File: src/rtl/cpu_pkg.sv
// Shared CPU definitions: datapath widths, register-file size and writeback source encoding.
package cpu_pkg;

    localparam int XLEN      = 32;
    localparam int NREG      = 32;
    localparam int REG_IDX_W = 5;

    // Writeback producers; also used as the round-robin pointer value.
    typedef enum logic {
        SRC_ALU = 1'b0,
        SRC_LSU = 1'b1
    } src_e;

endpackage

File: src/rtl/rr_arb2.sv
// Two-requester round-robin arbiter. Bit 0 is the ALU and bit 1 is the LSU.
// A lone requester always wins. Under contention the pointer picks the winner.
// After every grant the pointer moves to the source that lost.
module rr_arb2
    import cpu_pkg::*;
(
    input  logic       clk,
    input  logic       rst,
    input  logic [1:0] req_i,
    output logic [1:0] gnt_o
);

    src_e rr_q;
    src_e rr_d;

    // Combinational grant from the current requests and the pointer.
    always_comb begin
        gnt_o = 2'b00;
        case (req_i)
            2'b01:   gnt_o = 2'b01;
            2'b10:   gnt_o = 2'b10;
            2'b11:   gnt_o = (rr_q == SRC_ALU) ? 2'b01 : 2'b10;
            default: gnt_o = 2'b00;
        endcase
    end

    // Point at the non-granted source after any transfer.
    always_comb begin
        rr_d = rr_q;
        if (gnt_o[0]) begin
            rr_d = SRC_LSU;
        end else if (gnt_o[1]) begin
            rr_d = SRC_ALU;
        end
    end

    // Pointer register. After reset the ALU is favoured.
    always_ff @(posedge clk or posedge rst) begin
        if (rst) begin
            rr_q <= SRC_ALU;
        end else begin
            rr_q <= rr_d;
        end
    end

endmodule

File: src/rtl/wb_arbiter.sv
// Writeback arbiter and pending-write scoreboard.
// ALU and LSU results are merged into one registered register-file write per cycle.
// The scoreboard records which registers still have an outstanding producer.
module wb_arbiter
    import cpu_pkg::*;
(
    input  logic                 clk,
    input  logic                 rst,
    input  logic                 alu_valid,
    input  logic [REG_IDX_W-1:0] alu_rd,
    input  logic [XLEN-1:0]      alu_data,
    output logic                 alu_ready,
    input  logic                 lsu_valid,
    input  logic [REG_IDX_W-1:0] lsu_rd,
    input  logic [XLEN-1:0]      lsu_data,
    output logic                 lsu_ready,
    input  logic                 iss_valid,
    input  logic [REG_IDX_W-1:0] iss_rd,
    output logic                 wb_we,
    output logic [REG_IDX_W-1:0] wb_rd,
    output logic [XLEN-1:0]      wb_wdata,
    output logic [NREG-1:0]      busy,
    output logic                 err
);

    logic [1:0]           gnt;
    logic                 acc;
    logic [REG_IDX_W-1:0] acc_rd;
    logic [XLEN-1:0]      acc_data;
    logic                 iss_set;
    logic                 clear_hit;

    logic                 wb_we_q,    wb_we_d;
    logic [REG_IDX_W-1:0] wb_rd_q,    wb_rd_d;
    logic [XLEN-1:0]      wb_wdata_q, wb_wdata_d;
    logic [NREG-1:0]      busy_q,     busy_d;
    logic                 err_q,      err_d;

    rr_arb2 u_arb (
        .clk   (clk),
        .rst   (rst),
        .req_i ({lsu_valid, alu_valid}),
        .gnt_o (gnt)
    );

    assign alu_ready = gnt[0];
    assign lsu_ready = gnt[1];

    // Select the accepted result. At most one source is granted per cycle.
    always_comb begin
        acc      = |gnt;
        acc_rd   = gnt[1] ? lsu_rd   : alu_rd;
        acc_data = gnt[1] ? lsu_data : alu_data;
    end

    // Next state for the write port, the scoreboard and the sticky error flag.
    always_comb begin
        wb_we_d    = acc && (acc_rd != '0);
        wb_rd_d    = wb_rd_q;
        wb_wdata_d = wb_wdata_q;
        if (acc) begin
            wb_rd_d    = acc_rd;
            wb_wdata_d = acc_data;
        end

        iss_set   = iss_valid && (iss_rd != '0);
        clear_hit = wb_we_q && (wb_rd_q == iss_rd);

        busy_d = busy_q;
        if (wb_we_q) begin
            busy_d[wb_rd_q] = 1'b0;
        end
        if (iss_set) begin
            busy_d[iss_rd] = 1'b1;
        end
        busy_d[0] = 1'b0;

        err_d = err_q
              | (iss_set && busy_q[iss_rd] && !clear_hit)
              | (wb_we_d && !busy_q[acc_rd]);
    end

    // State registers. Reset drops in-flight writes and pending busy bits.
    always_ff @(posedge clk or posedge rst) begin
        if (rst) begin
            wb_we_q    <= 1'b0;
            wb_rd_q    <= '0;
            wb_wdata_q <= '0;
            busy_q     <= '0;
            err_q      <= 1'b0;
        end else begin
            wb_we_q    <= wb_we_d;
            wb_rd_q    <= wb_rd_d;
            wb_wdata_q <= wb_wdata_d;
            busy_q     <= busy_d;
            err_q      <= err_d;
        end
    end

    assign wb_we    = wb_we_q;
    assign wb_rd    = wb_rd_q;
    assign wb_wdata = wb_wdata_q;
    assign busy     = busy_q;
    assign err      = err_q;

endmodule
File: config.mk
export PLATFORM = sky130hd
export DESIGN_NAME = wb_arbiter
export DESIGN_NICKNAME = d
export VERILOG_FILES = /design/src/rtl/cpu_pkg.sv /design/src/rtl/rr_arb2.sv /design/src/rtl/wb_arbiter.sv
export SDC_FILE = /design/constraint.sdc
export NUM_CORES = 1
export LEC_CHECK = 0
export ABC_AREA = 0
export CAP_MARGIN = 20
export CORE_ASPECT_RATIO = 1.5
export CORE_MARGIN = 2
export CORE_UTILIZATION = 40
export DETAILED_ROUTE_END_ITERATION = 8
export GPL_TIMING_DRIVEN = 0
export PLACE_DENSITY = 0.75
export SETUP_SLACK_MARGIN = 0.02
export SLEW_MARGIN = 20
export SYNTH_ARGS = -nofsm -noshare
export SYNTH_HDL_FRONTEND = slang
export SYNTH_SLANG_ARGS = --single-unit
File: constraint.sdc
create_clock -name clk -period 2.7 [get_ports clk]
set_input_delay 0.54 -clock clk [delete_from_list [all_inputs] [get_ports clk]]
set_output_delay 0.54 -clock clk [all_outputs]
set_load 0.005 [all_outputs]
==> results_dict.tcl, run 1 <==
set metrics [dict create \
    status "completed" \
    worstPathCellList "nand2b_1 > buf_6 > nand2_8 > inv_1 > buf_6 > nor2_4 > buf_6 > clkdlybuf4s50_1" \
    power.static_leakage_nw 2.57 \
    n_antenna_cell 0 \
    power_density_nw_per_um2 743 \
    number_of_antenna_violations_at_the_first_check_in_global_routing 0 \
    timing.critical_path.to_type "output pin" \
    grt_remaining_overflow 0 \
    ctsLongestPathBuffers 2 \
    post-layout-total-power_mw 4.56 \
    start_kind "flop" \
    finalNonFillerCells 741 \
    worst_hold_path_type "in -> async" \
    worst-setup-path-type "reg -> out" \
    ys_seq_area_share_pct 44.6 \
    hpwlAfterDp_um 10400 \
    cts_tree "built" \
    synth_most_common_cell "nand2_1" \
    synth_flop_cell "dfrtp_1" \
    cts_max_level 3 \
    synthesis.area_um2 3980 \
    clk_transition_reported_paths_ps 60 \
    worstMarginPinSlew_ps 571 \
    synthTopCellsByCount "79 x nand2_1, 71 x dfrtp_1, 68 x o21ai_0" \
    routed-via-count 4341 \
    cpMaxStageDelayCell "clkdlybuf4s50_1" \
    start_util_pct 41.1 \
    design.final.nets 705 \
    totalWireLength_um 14300 \
    finalCritPeriodShare_pct 96.3 \
    cp.arrival_ps 2060 \
    final-max-slew-violation-count 0 \
    period_minus_slack_ps 2600 \
    sw_pwr_mw 1.50 \
    fp.dieArea_um2 10800 \
    drive_above_1_share_pct 10.1 \
    routedWlPerCell_um 19.4 \
    dpl_cell_area_um2 5700 \
    instance_count_of_the_mapped_netlist 444 \
    drt_pre_antenna_iters 6 \
    io_buffers 154 \
    cap_violations 0 \
    power.share.sequential_pct 38.2 \
    intPower_mw 3.06 \
    clock_root_buffer_master "clkbuf_16" \
    grt_usage_pct 26.6 \
    synth_largest_area_cell "dfrtp_1" \
    hold_violations 0 \
    finalSetupTns_ps 0 \
    slew-limit-headroom_pct 61.9 \
    drt_first_iter_violations 410 \
    synth_top_cells_by_area "dfrtp_1 45%, o21ai_0 8.5%, nand2_1 7.4%, a22oi_1 6.2%, mux2i_1 5.5%" \
    cpMostUsedCell "buf_6" \
    route.detailed.drc 0 \
    die_width_um 85.5 \
    synthDominantCellAreaShare_pct 44.6 \
    critical-path-max-stage-delay_ps 490 \
    worstPathMaxFanout 10 \
    holdWs_ps 485 \
    synth.avg_cell_area_um2 8.97 \
    setup_viol_count_final 0 \
    hold_buffers 0 \
    num_io_pins 157 \
    layout_setup_ws_ps 100 \
    synth.net_count 528 \
    rows 44 \
    grt_max_degree 60 \
    via_count_of_the_first_global_routing_pass 4329 \
    post_route_clock_skew_ps 9.26 \
    data_required_time_at_the_worst_endpoint_ps 2160 \
    core_area_um2 9690 \
    synth.distinct_cells 54 \
    share_clk_of_total_power_pct 27.4 \
    final.fill_count 812 \
    wire_length_of_the_first_global_routing_pass_um 22300 \
    final_core_util_pct 63.4 \
    maxClockFrequency_mhz 385 \
    sw_frac_of_total_pct 33.0 \
    gp_routability_congestion 0.918 \
    route.detailed.vias_per_inst 5.86 \
    pre_cts_slack_ps -675 \
    dp.cells 714 \
    floorplan.die.height_um 126 \
    rsz0062_at_grt "false" \
    pwr-share-comb_pct 34.3 \
    clk_latency_worst_skew_pair_ps 340 \
    area_growth_syn_to_layout_pct 54.3 \
    synth_edf_count 0 \
    ys_ff_latch 71 \
    stdcell_area_um2 6150 \
    ant_nets 0 \
    cts-buffers-inserted 9 \
    peakVddDrop_v 0.000521 \
    synth.yosys.warnings 0 \
    async_flop_share_pct 100 \
    cts_num_sinks 71 \
]
-- sequential cells by signal, indices dropped and copies added, names as in the netlist --
name,count
busy,31
wb_rd,5
wb_we,1
u_arb.rr_q,1
err,1
wb_wdata,32
-- power by group through the flow --
stage | Sequential, mW | Combinational, mW | Clock, mW
global placement | 1.73 | 1.49 | 0
global route | 1.77 | 1.71 | 1.31
finish | 1.75 | 1.57 | 1.25
detailed placement | 1.74 | 1.52 | 0
floorplan | 1.61 | 0.617 | 0
CTS | 1.72 | 1.56 | 1.26
-- critical path, delay by kind of cell, from the launching register on --
| kind | cells | cell delay [ps] |
|---|---|---|
| buffers and inverters | 5 | 940 |
| flip-flops | 1 | 400 |
| AND/OR/NAND/NOR | 3 | 370 |
-- cells in the final DEF (no fill, tap or decap), types with 9 or more instances in the layout --
cell             netlist  final
nor2_1                14     12
clkbuf_1              13     12
a21oi_1               10     10
o21ai_0               68     68
a22oi_1               33     33
nand2_1               79     79
mux2i_1               22     22
clkdlybuf4s50_1        0    152
nand3b_1              10     10
dfrtp_1               71     71
nand3_1               11     11
buf_4                  3     12
clkbuf_16              0      9
-- path summary, 6_finish.rpt --
| check | startpoint | to | slack, ps | cells past startpoint |
|---|---|---|---|---|
| max | u_arb.rr_q | alu_ready | 100 | 8 |
| min | rst | wb_wdata[19] | 480 | 2 |
| max reg2reg | u_arb.rr_q | err | 620 | 10 |
| min reg2reg | wb_wdata[16] | wb_wdata[16] | 500 | 2 |
| max in group asynchronous | rst | busy[1] | 1650 | 3 |
| min in group clk | wb_wdata[16] | wb_wdata[16] | 500 | 2 |
-- layout make-up --
class	instances	area, um^2	share of cell area (%)
clock buffer	12	267	4.34
timing repair buffer	166	1650	26.8
inverter	7	28.8	0.468
multi-input combinational	342	2090	34.0
tap	115	144	2.34
buffer	24	139	2.26
sequential	71	1780	28.9
clock inverter	4	52.6	0.855
-- cell families (layout without fill, tap and decap cells) --
logic type	Yosys count	in the layout	synth area share [%]
other	1	1	0.0941
multiplexers	25	25	6.94
AO/OA/AOI/OAI	144	144	22.8
XOR/XNOR	5	5	1.10
AND/OR/NAND/NOR	167	167	20.9
buffers and inverters	31	213	3.52
flip-flops	71	71	44.6
-- metal layers --
metal	share of wire (%)	track usage, %	vias to the layer above
met1	38	33.2	2062
li1	-	-	1982
met2	50	43.8	242
met4	4.0	13.3	0
met3	7.6	4.78	55
met5	0	0	-
-- what timing repair did --
item	CTS	global route
pin swaps	1	1
hold endpoints to repair	0	0
setup buffers	8	3
resized for setup	12	5
setup endpoints to repair	2	2
Power figures use the tool's default switching activity.
==> run 2: changes to the inputs <==
CORE_UTILIZATION = 34   (was 40)
PLACE_DENSITY = 0.65   (was 0.75)
==> results_dict.tcl, run 2 (synthesis results as in run 1) <==
set metrics [dict create \
    n_antenna_cell 0 \
    cp.arrival_ps 1940 \
    slew-limit-headroom_pct 58.6 \
    ant_nets 0 \
    post_route_clock_skew_ps 6.16 \
    setup_viol_count_final 0 \
    number_of_antenna_violations_at_the_first_check_in_global_routing 0 \
    worst-setup-path-type "reg -> out" \
    dpl_cell_area_um2 5740 \
    drt_first_iter_violations 373 \
    final-max-slew-violation-count 0 \
    worstHoldPathCells 2 \
    grt_usage_pct 23.5 \
    peakVddDrop_v 0.000362 \
    holdWs_ps 503 \
    stdcell_area_um2 6160 \
    ctsLongestPathBuffers 2 \
    finalCritPeriodShare_pct 91.9 \
    worstPathMaxFanout 10 \
    layout.cells.most_common_list "151 x clkdlybuf4s50_1, 79 x nand2_1, 71 x dfrtp_1, 68 x o21ai_0, 33 x a22oi_1" \
    route.detailed.vias_per_inst 5.59 \
    finalNonFillerCells 771 \
    hpwlAfterDp_um 10900 \
    design.final.nets 700 \
    totalWireLength_um 14700 \
    clk_transition_reported_paths_ps 50 \
    timing.critical_path.to_type "output pin" \
    terminating_pin_of_the_worst_hold_path "wb_wdata[26]" \
    flip_flop_count_of_the_largest_register_after_layout 32 \
    cts_max_level 3 \
    maxClockFrequency_mhz 403 \
    floorplan.die.height_um 137 \
    cts_num_sinks 71 \
    data_required_time_at_the_worst_endpoint_ps 2160 \
    rows 48 \
    power.static_leakage_nw 2.55 \
    routedWlPerCell_um 19.1 \
    num_io_pins 157 \
    most_common_library_cell_in_the_layout_ignoring_fill_and_taps "clkdlybuf4s50_1" \
    die_width_um 92.4 \
    clk_latency_worst_skew_pair_ps 330 \
    worstMarginPinSlew_ps 622 \
    drive_above_1_share_pct 9.50 \
    grt_remaining_overflow 0 \
    io_buffers 154 \
    via_count_of_the_first_global_routing_pass 4358 \
    start_util_pct 34.7 \
    gp_routability_congestion 0.911 \
    dp.cells 749 \
    fp.dieArea_um2 12600 \
    drt_pre_antenna_iters 5 \
    core_area_um2 11500 \
    power_density_nw_per_um2 739 \
    cts-buffers-inserted 9 \
    worst_r2r_path_depth 6 \
    area_growth_syn_to_layout_pct 54.7 \
    worst_hold_path_type "reg -> reg" \
    wire_length_of_the_first_global_routing_pass_um 23000 \
    hold_violations 0 \
    reg2reg_to "err" \
    status "completed" \
    cts_tree "built" \
    min-delay-start "wb_wdata[26]" \
    routed-via-count 4311 \
    cap_violations 0 \
    rsz0062_at_grt "false" \
    beginning_of_the_worst_register_to_register_path "u_arb.rr_q" \
    hold_buffers 0 \
    period_minus_slack_ps 2480 \
    reg2reg_setup_slack_ps 740 \
    grt_max_degree 51 \
    clock_root_buffer_master "clkbuf_16" \
    route.detailed.drc 0 \
    start_kind "flop" \
]
==> run 2: area by class of cell <==
| class | instances | area [um^2] |
|---|---|---|
| clock buffer | 12 | 267 |
| multi-input combinational | 342 | 2090 |
| timing repair buffer | 161 | 1610 |
| fill | 1054 | 5310 |
| buffer | 24 | 149 |
| inverter | 7 | 28.8 |
| tap | 150 | 188 |
| sequential | 71 | 1780 |
| clock inverter | 4 | 51.3 |
==> run 2: critical path, cell delays in order, from the launching register on <==
cell and delay, ps:
dfrtp_1 380, nand2b_4 140, buf_6 140, nand2_8 80, inv_1 90, buf_6 130
clkbuf_16 150, clkdlybuf4s50_1 500
==> run 2: through the flow <==
stage	power, mW	setup TNS [ps]	util [%]	setup WS, ps
2_1_floorplan	2.23	0	-	363
3_3_place_gp	3.25	-62430	49.8	-871
3_5_place_dp	3.28	-1230	50.1	-734
4_1_cts	4.57	0	53.7	38.4
5_1_grt	4.82	0	53.7	61.1
6_report	4.56	0	53.7	218
==> run 2: per-layer routing <==
| layer | GRT usage [%] | wire length [um] | part of all wire [%] | up-vias |
|---|---|---|---|---|
| met5 | 0 | 0 | 0 | - |
| met4 | 8.71 | 391 | 2.7 | 0 |
| met3 | 4.57 | 1010 | 6.8 | 33 |
| met2 | 40.0 | 7500 | 51 | 200 |
| met1 | 29.4 | 5850 | 40 | 2100 |
| li1 | - | - | - | 1978 |
==> run 2: worst max-delay path by stage <==
stage	startpoint	end	slack (ps)	depth (start not counted)
floorplan	rst	busy[10]	360	1
global placement	rst	busy[23]	-870	2
detailed placement	alu_valid	alu_ready	-730	9
CTS	alu_valid	alu_ready	40	9
global route	iss_rd[3]	err	60	8
finish	u_arb.rr_q	lsu_ready	220	7
==> run 2: what timing repair did <==
item                                    4_1_cts  5_1_grt
endpoints found under the setup margin        2        2
setup buffers                                 6        0
gates resized for setup                      14        4
pin swaps                                     1        0
==> run 2: report_power, final <==
group / leakage (nW) / switching [mW] / total [mW] / internal [mW]
Sequential: 0.821 / 0.402 / 1.75 / 1.35
Combinational: 1.57 / 0.641 / 1.56 / 0.918
Clock: 0.155 / 0.457 / 1.25 / 0.792
Total: 2.55 / 1.50 / 4.56 / 3.06
==> run 3: changes to the inputs <==
CORE_UTILIZATION = 44   (was 34)
MAX_ROUTING_LAYER = met4   (was not set)
PLACE_DENSITY = 0.81   (was 0.65)
TNS_END_PERCENT = 1   (was not set)
==> results_dict.tcl, run 3 (synthesis results as in run 1) <==
set metrics [dict create \
    floorplan.die.height_um 121 \
    route.detailed.drc 0 \
    cts_tree "built" \
    hold_violations 0 \
    slew-limit-headroom_pct 56.9 \
    clock_root_buffer_master "clkbuf_16" \
    rsz0062_at_grt "false" \
    cts_max_level 3 \
    grt_remaining_overflow 0 \
    ctsLongestPathBuffers 2 \
    pwr-share-comb_pct 35.0 \
    drt_first_iter_violations 409 \
    number_of_antenna_violations_at_the_first_check_in_global_routing 0 \
    grt_max_degree 47 \
    sw_pwr_mw 1.52 \
    drive_above_1_share_pct 9.78 \
    period_minus_slack_ps 2590 \
    clk_transition_reported_paths_ps 60 \
    routed-via-count 4489 \
    flip_flop_count_of_the_largest_register_after_layout 32 \
    cap_violations 0 \
    final-max-slew-violation-count 0 \
    share_clk_of_total_power_pct 26.9 \
    n_antenna_cell 0 \
    most_common_library_cell_in_the_layout_ignoring_fill_and_taps "clkdlybuf4s50_1" \
    final.fill_count 686 \
    routedWlPerCell_um 20.2 \
    power.static_leakage_nw 2.55 \
    gp_routability_congestion 0.947 \
    worst_hold_path_type "reg -> reg" \
    hold_buffers 0 \
    hpwlAfterDp_um 10500 \
    die_width_um 81.7 \
    start_util_pct 45.1 \
    start_kind "flop" \
    worstMarginPinSlew_ps 646 \
    worst-setup-path-type "reg -> out" \
    maxClockFrequency_mhz 387 \
    post_route_clock_skew_ps 8.43 \
    pre_cts_slack_ps -724 \
    clk_latency_worst_skew_pair_ps 340 \
    finalCritPeriodShare_pct 95.8 \
    layout.cells.most_common_list "152 x clkdlybuf4s50_1, 79 x nand2_1, 71 x dfrtp_1, 68 x o21ai_0, 33 x a22oi_1" \
    dpl_cell_area_um2 5690 \
    peakVddDrop_v 0.000551 \
    rows 42 \
    power.share.sequential_pct 38.1 \
    drt_pre_antenna_iters 5 \
    core_area_um2 8830 \
    design.final.nets 703 \
    cts-buffers-inserted 9 \
    timing.critical_path.to_type "output pin" \
    route.detailed.vias_per_inst 6.12 \
    area_growth_syn_to_layout_pct 53.7 \
    via_count_of_the_first_global_routing_pass 4416 \
    cts_num_sinks 71 \
    totalWireLength_um 14800 \
    finalSetupTns_ps 0 \
    fp.dieArea_um2 9850 \
    setup_viol_count_final 0 \
    ant_nets 0 \
    power_density_nw_per_um2 744 \
    stdcell_area_um2 6120 \
    worstPathMaxFanout 10 \
    num_io_pins 157 \
    finalNonFillerCells 734 \
    final_core_util_pct 69.4 \
    layout_setup_ws_ps 115 \
    status "completed" \
    sw_frac_of_total_pct 33.3 \
    holdWs_ps 499 \
    wire_length_of_the_first_global_routing_pass_um 22500 \
    cp.arrival_ps 2050 \
    data_required_time_at_the_worst_endpoint_ps 2160 \
    post-layout-total-power_mw 4.56 \
    dp.cells 709 \
    io_buffers 154 \
    intPower_mw 3.04 \
    grt_usage_pct 31.3 \
]
run 3: what timing repair did:
item | CTS | global route
resized for setup | 14 | 3
endpoints found under the setup margin | 2 | 2
buffers inserted | 7 | 2
pin swaps | 1 | 1
endpoints found under the hold margin | 0 | 0
run 3: worst paths after layout:
check                      cells after the start           to        start  slack [ps]
max in group asynchronous                      3     busy[22]          rst        1620
max                                            8    alu_ready   u_arb.rr_q         110
min reg2reg                                    2  wb_wdata[7]  wb_wdata[7]         500
max reg2reg                                    7          err   u_arb.rr_q         620
min in group asynchronous                      2  wb_wdata[8]          rst         530
min                                            2  wb_wdata[7]  wb_wdata[7]         500
run 3: layer usage:
metal	GRT usage, %	part of all wire [%]	wire, um
met5	-	0	0
met4	16.5	4.2	623
met3	7.09	8.2	1220
met2	48.8	51	7530
met1	37.5	37	5440
run 3: worst max-delay path, stage by stage, from the launching register on:
cell and delay [ps]:
dfrtp_1 400, nand2b_4 150, buf_6 140, nand2_8 110
inv_1 70, buf_6 140, nor2_4 110, buf_6 110
clkdlybuf4s50_1 490
run 3: final cells by class:
| class | instances | area, um^2 | area share (%) |
|---|---|---|---|
| buffer | 24 | 149 | 2.43 |
| clock buffer | 12 | 256 | 4.19 |
| clock inverter | 4 | 52.6 | 0.858 |
| inverter | 7 | 28.8 | 0.470 |
| multi-input combinational | 342 | 2090 | 34.2 |
| sequential | 71 | 1780 | 29.0 |
| tap | 110 | 138 | 2.25 |
| timing repair buffer | 164 | 1630 | 26.6 |
run 3: power by group through the flow:
stage / Clock (mW) / Combinational [mW] / Sequential, mW
detailed placement: 0 / 1.53 / 1.73
finish: 1.22 / 1.59 / 1.74
CTS: 1.23 / 1.57 / 1.72
global placement: 0 / 1.49 / 1.72
floorplan: 0 / 0.617 / 1.61
global route: 1.28 / 1.73 / 1.76
